[config.mk]
export PLATFORM = sky130hd
export DESIGN_NAME = bag_mac_accumulator_flat
export DESIGN_NICKNAME = d
export VERILOG_FILES = /design/src/rtl/bag_mac_if.sv /design/src/rtl/bag_mac_accumulator.sv /design/src/flat_wrapper.sv
export SDC_FILE = /design/constraint.sdc
export NUM_CORES = 1
export LEC_CHECK = 0
export ABC_AREA = 0
export CAP_MARGIN = 40
export CORE_MARGIN = 2
export CORE_UTILIZATION = 35
export DETAILED_ROUTE_END_ITERATION = 8
export PLACE_DENSITY_LB_ADDON = 0.1
export SYNTH_ARGS = -nofsm -noshare
export SYNTH_HDL_FRONTEND = slang
export SYNTH_SLANG_ARGS = --single-unit
[constraint.sdc]
create_clock -name clk -period 7.7 [get_ports clk]
set_input_delay 0.77 -clock clk [delete_from_list [all_inputs] [get_ports clk]]
set_output_delay 0.77 -clock clk [all_outputs]
set_load 0.02 [all_outputs]
[src/rtl/bag_mac_if.sv]
// Stream and result bundle between a feature source, the MAC accumulator and the voting stage.
// Valid/ready: a beat or result moves on a rising edge where valid and ready are both high; the
// sender keeps valid and payload steady until that edge; ready may depend on state, never on valid.
interface bag_mac_if;
  logic        in_valid;
  logic        in_ready;
  logic [8:0]  in_feat;
  logic [1:0]  in_wt;
  logic        sum_valid;
  logic        sum_ready;
  logic [15:0] sum_out;
  logic        vote;

  modport master (
    output in_valid, in_feat, in_wt, sum_ready,
    input  in_ready, sum_valid, sum_out, vote
  );

  modport slave (
    input  in_valid, in_feat, in_wt, sum_ready,
    output in_ready, sum_valid, sum_out, vote
  );
endinterface

[src/rtl/bag_mac_accumulator.sv]
// Sequential signed multiply-accumulate over N_FEAT beats for one bagging learner,
// presenting a wrapped 16-bit sum and a thresholded vote through a valid/ready handshake.
module bag_mac_accumulator #(
  parameter int                 N_FEAT = 16,
  parameter logic signed [15:0] THRESH = 16'sd0
) (
  input  logic       clk,
  input  logic       rst_n,
  input  logic       start,
  bag_mac_if.slave   bus,
  output logic       busy,
  output logic [7:0] beat_cnt,
  output logic [1:0] fsm_state
);

  typedef enum logic [1:0] {
    IDLE = 2'd0,
    ACC  = 2'd1,
    DONE = 2'd2
  } state_t;

  localparam logic [7:0] LAST_CNT = 8'(N_FEAT - 1);

  state_t             state;
  state_t             state_nxt;
  logic [15:0]        acc;
  logic [15:0]        acc_nxt;
  logic [15:0]        sum_q;
  logic               vote_q;
  logic signed [10:0] prod;
  logic               xfer;
  logic               last_beat;

  // 11-bit signed product covers -510..+512 exactly, including -256 * -2.
  always_comb begin
    prod    = $signed({{2{bus.in_feat[8]}}, bus.in_feat}) * $signed({{9{bus.in_wt[1]}}, bus.in_wt});
    acc_nxt = acc + {{5{prod[10]}}, prod};
  end

  assign xfer      = (state == ACC) && bus.in_valid;
  assign last_beat = (beat_cnt == LAST_CNT);

  always_ff @(posedge clk) begin
    if (!rst_n) begin
      state <= IDLE;
    end else begin
      state <= state_nxt;
    end
  end

  always_comb begin
    state_nxt = state;
    case (state)
      IDLE: if (start) state_nxt = ACC;
      ACC:  if (xfer && last_beat) state_nxt = DONE;
      DONE: if (bus.sum_ready) state_nxt = IDLE;
      default: state_nxt = IDLE;
    endcase
  end

  always_comb begin
    bus.in_ready  = 1'b0;
    bus.sum_valid = 1'b0;
    busy          = 1'b0;
    case (state)
      ACC: begin
        bus.in_ready = 1'b1;
        busy         = 1'b1;
      end
      DONE: begin
        bus.sum_valid = 1'b1;
        busy          = 1'b1;
      end
      default: ;
    endcase
  end

  // Result registers load only on the final beat so they hold after the handshake
  // and through the next inference until its own final beat.
  always_ff @(posedge clk) begin
    if (!rst_n) begin
      acc      <= '0;
      beat_cnt <= '0;
      sum_q    <= '0;
      vote_q   <= 1'b0;
    end else if (state == IDLE && start) begin
      acc      <= '0;
      beat_cnt <= '0;
    end else if (xfer) begin
      acc      <= acc_nxt;
      beat_cnt <= beat_cnt + 8'd1;
      if (last_beat) begin
        sum_q  <= acc_nxt;
        vote_q <= ($signed(acc_nxt) > THRESH);
      end
    end
  end

  assign bus.sum_out = sum_q;
  assign bus.vote    = vote_q;
  assign fsm_state   = state;

endmodule

[src/flat_wrapper.sv]
// flat-port wrapper written by rule: the top's interface ports become plain ports
module bag_mac_accumulator_flat 
#(
  parameter int                 N_FEAT = 16,
  parameter logic signed [15:0] THRESH = 16'sd0
)
  (clk, rst_n, start, busy, beat_cnt, fsm_state, bus_in_valid, bus_in_feat, bus_in_wt, bus_sum_ready, bus_in_ready, bus_sum_valid, bus_sum_out, bus_vote);
  bag_mac_if bus_i ();
  input  logic clk;
  input  logic rst_n;
  input  logic start;
  output logic busy;
  output logic [7:0] beat_cnt;
  output logic [1:0] fsm_state;
  input wire logic [$bits(bus_i.in_valid)-1:0] bus_in_valid;
  input wire logic [$bits(bus_i.in_feat)-1:0] bus_in_feat;
  input wire logic [$bits(bus_i.in_wt)-1:0] bus_in_wt;
  input wire logic [$bits(bus_i.sum_ready)-1:0] bus_sum_ready;
  output wire logic [$bits(bus_i.in_ready)-1:0] bus_in_ready;
  output wire logic [$bits(bus_i.sum_valid)-1:0] bus_sum_valid;
  output wire logic [$bits(bus_i.sum_out)-1:0] bus_sum_out;
  output wire logic [$bits(bus_i.vote)-1:0] bus_vote;
  assign bus_i.in_valid = bus_in_valid;
  assign bus_i.in_feat = bus_in_feat;
  assign bus_i.in_wt = bus_in_wt;
  assign bus_i.sum_ready = bus_sum_ready;
  assign bus_in_ready = bus_i.in_ready;
  assign bus_sum_valid = bus_i.sum_valid;
  assign bus_sum_out = bus_i.sum_out;
  assign bus_vote = bus_i.vote;
  bag_mac_accumulator #(.N_FEAT(N_FEAT), .THRESH(THRESH)) u_core (.clk(clk), .rst_n(rst_n), .start(start), .bus(bus_i), .busy(busy), .beat_cnt(beat_cnt), .fsm_state(fsm_state));
endmodule
==> Word level (Yosys, flattened, before mapping) <==
Index checks and enable logic that the tools add are counted.
Widths: inputs -> output; s select.
{ "totals": {"ff_bits": 43, "in_bits": 16, "out_inout_bits": 30, "wordCells": 32} }
{ "classes": {"addsub": 2, "multipliers": 1, "n_lt_le_gt_ge": 1, "eq_ne": 6, "muxes": 7, "n_bitwise": 2, "reduce_logical": 8} }
{ "op_table": {"columns": ["operator", "count"], "rows": [
  ["$add 16x16->16", 1],
  ["$gt 16x1->1 const B", 1],
  ["$mul 9x2->11", 1],
  ["$add 8x1->8 const B", 1],
  ["$eq 8x4->1 const B", 1],
  ["$mux 2", 3],
  ["$ne 2x2->1 const B", 3],
  ["$pmux 2 s3", 1],
  ["$reduce_and 3->1", 2],
  ["$reduce_or 2->1", 2],
  ["$logic_and 1x1->1", 3],
  ["$mux 1", 3],
  ["$eq 2x1->1 const B", 1],
  ["$eq 2x2->1 const B", 1],
  ["$logic_not 2->1", 1],
  ["$not 1->1", 2]
]} }

==> Depth between registers and ports, before layout <==
{ "logic_depth": {"ltp_word": 5, "depth_mapped": 20, "depth_no_buf": 19} }

==> Least setup slack after synthesis <==
No wires, ideal clock.
{ "synth_timing": {"path_type": "input port to flip-flop", "startpoint": "input port bus_in_wt[1]", "endpoint": "register u_core.acc[15]", "setup_ns": 0.086, "arrival_time_ns": 4.414, "required_time_ns": 7.614, "slack_ns": 3.200, "stages": 18, "n_path_buf": 0, "cell_sequence": "clkinv_1 -> fa_1 -> inv_1 -> ha_1 -> inv_1 -> fa_1 -> nor2b_1 -> o2111ai_1 -> a31oi_1 -> xnor2_1 -> ha_1 -> and3_1 -> nand3_1 -> o21ai_0 -> a2111oi_2 -> o21ai_1 -> xnor2_1 -> a211oi_1"} }
{ "synth_between": {"elab_chain_len": 2} }
{ "synth_rtl": {"columns": ["element", "line", "source"], "rows": [
  ["from (decl)", "flat_wrapper.sv:17", "input wire logic [$bits(bus_i.in_wt)-1:0] bus_in_wt;"],
  ["$mul 9x2->11", "bag_mac_accumulator.sv:36", "prod = $signed({{2{bus.in_feat[8]}}, bus.in_feat}) * $signed({{9{bus.in_wt[1]}}, bus.in_wt});"],
  ["$add 16x16->16", "bag_mac_accumulator.sv:37", "acc_nxt = acc + {{5{prod[10]}}, prod};"],
  ["to (signal assigned)", "bag_mac_accumulator.sv:90", "acc <= acc_nxt;"],
  ["to (decl)", "bag_mac_accumulator.sv:26", "logic [15:0] acc;"]
]} }
No other way between the ends.
A chain may end at the register's enable or synchronous reset.

==> Worst setup path after layout <==
Ends and elaborated chain as after synthesis.

==> summary.txt <==
outcome -> completed
CTS tree -> yes
Syn Area/Cell -> 8.09 µm²
top_reg_cell synth -> dfxtp_1
root buffer cell -> clkbuf_8
met2 wire len -> 3.05 mm
async set-or-reset flop fraction in the synthesized netlist -> 0
DRC -> 0
fill count -> 907
data required time of the critical path -> 7.93 ns
Hold Buf Count CTS -> 0
share of post-route cells with drive strength above 1 -> 0.0466
Total Wirelength -> 7.65 mm
synth unique cells -> 54
Setup Viol. Count Final -> 0
Antenna Nets Post-Route -> 0
Final Net Count -> 485
setup TNS -> 0 ns
Initial Util -> 0.361
static leakage -> 1.51 nW
average wire per standard cell -> 14.3 µm
pin count of the biggest net entering global routing -> 23
hold crit path type -> flip-flop to flip-flop
first-pass GRT wire length -> 13.0 mm
die area -> 0.00977 mm²
Final Skew -> 0.0125 ns
number of buffers added on ports -> 45
met1 wire length -> 4.09 mm
DR vias/cell -> 5.15
Slew Limit Headroom -> 0.585
CTS buffer count -> 5
Skew-Pair Late Insertion Delay -> 0.30 ns
top cells by area, synth -> dfxtp_1 27%, ha_1 15%, nand2_1 6.4%, a21oi_1 5.9%, nor2_1 5.2%
initial drt markers -> 173
die height -> 98.8 µm
initial antenna violation count -> 0
Critical Path Start Type -> input pin
Vias -> 2768
Area Growth Syn to Fin -> 20.8%
Yosys warnings -> 0
Final Hold Viols -> 0
total grt overflow -> 0
top routing layer in use -> met4
top-area cell type share of the netlist area -> 0.274
pwr/cell area -> 200 mW/mm²
Cell Rows -> 34
commonest non-fill, non-tap cell in the layout -> nand2_1
Seq/Total Area, Yosys -> 0.274
H-tree Lvls -> 2
Sink Count -> 43
routed wl met3 -> 429 µm
Clock Path Buffers -> 2
Top-Level Pins -> 46
Post-Syn Area -> 0.00315 mm²
number of synthesized flops with an enable pin -> 0
first-pass detailed-route iteration total -> 4
Clk pin slew, worst setup/hold paths -> 0.09 ns
Critical Path End Type -> flip-flop
Final GP Congestion -> 0.815
most frequent cells in the layout -> 54 x nand2_1, 45 x clkdlybuf4s50_1, 44 x nor2_1, 43 x dfxtp_1
syn nets -> 445
global-route usage over all layers -> 0.163
diode count -> 0
hold slack final -> 0.461 ns
width of the die -> 98.8 µm
post-synth top area cell -> dfxtp_1
crit path DAT -> 5.39 ns
Post-CTS Setup Inserts -> 0
RSZ-0062 raised after global routing -> false
# resized after CTS -> 0
max-cap violations -> 0
register area -> 861 µm²
Max Slew Vio Count -> 0
Synth Register Bits -> 43
min Tclk post-route -> 5.16 ns
number of global-route vias before repair -> 2629
Max Freq -> 0.194 GHz
Core ar. -> 0.00872 mm²
final cycle utilization of the critical path -> 0.670
critical path class -> input pin to flip-flop
multi-input logic area -> 0.00213 mm²
worst-margin pin slew -> 0.620 ns
CP max FO -> 8
Syn Inst Count -> 389
DP Wirelength -> 5.85 mm
peak supply drop -> 0.149 mV
## critical path: stages
cell and delay [ns]:
clkdlybuf4s50_1 0.51, clkinv_1 0.23, fa_1 0.47, inv_1 0.06, ha_1 0.16, inv_1 0.05
fa_1 0.40, nor2b_1 0.17, o2111ai_1 0.15, a31oi_1 0.26, xnor2_1 0.34, ha_1 0.41
and3_1 0.25, nand3_1 0.08, o21ai_0 0.17, a2111oi_2 0.43, o21ai_1 0.12, xnor2_1 0.13
a211oi_1 0.20
## area by class of cell
cell class                 instances  area share
clock inverter                     1     0.00790
timing repair buffer              48       0.128
tap                              108      0.0355
sequential                        43       0.226
multi-input combinational        309       0.561
clock buffer                       6      0.0191
inverter                          22      0.0217
## layer usage
metal / vias to the layer above / GRT usage
met3: 6 / 0.0305
li1: 1446 / -
met2: 66 / 0.232
met4: 0 / 0.0421
met1: 1250 / 0.251
met5: - / 0
## flip-flops by register name (all words and copies together) (netlist names)
name and flops:
u_core.acc 16, u_core.beat_cnt 8, u_core.bus.sum_out 16, u_core.bus.vote 1, u_core.fsm_state 2
## stage by stage
stage	area, µm²	util	power (mW)	std cells	setup slack (ns)
finish	3800	0.436	0.762	537	2.54
global route	3800	0.436	0.816	537	2.10
CTS	3800	0.436	0.770	537	2.50
detailed placement	3700	0.424	0.592	530	2.19
global placement	3670	0.421	0.586	528	2.31
floorplan	3150	-	0.500	389	3.20
## worst paths after layout
check,startpoint,to,slack [ns],cells after the start
setup / recovery,bus_in_wt[1],u_core.acc[15],2.54,19
setup reg to reg,u_core.fsm_state[1],u_core.bus.vote,4.63,9
hold / removal,u_core.bus.sum_out[0],u_core.bus.sum_out[0],0.46,2
hold reg to reg,u_core.bus.sum_out[0],u_core.bus.sum_out[0],0.46,2
## cells by family after synthesis
family | Yosys count | synth area share
AO/OA/AOI/OAI | 94 | 0.213
adder cells (fa/ha/maj) | 40 | 0.166
buffers and inverters | 37 | 0.0489
multiplexers | 3 | 0.00954
flip-flops | 43 | 0.274
AND/OR/NAND/NOR | 148 | 0.217
XOR/XNOR | 24 | 0.0712
## synth_stat cells, types with 3 or more instances
library cell and n:
and2_1 15, dfxtp_1 43, o2111ai_1 3, mux2i_1 3
a21o_1 7, a211oi_1 15, nor2b_1 3, nor2_1 44
xnor2_1 18, fa_1 3, nand2_1 54, clkbuf_1 13
nor4_1 5, nand3_1 7, inv_1 20, a21oi_1 37
and3_1 4, xor2_1 5, nor3_1 4, o21ai_0 4
ha_1 37
## power by group
group	internal [mW]	switching, mW
clock	0.0952	0.0776
sequential	0.237	0.0127
combinational	0.140	0.199
Note: power is estimated with default switching activity, not from simulation.
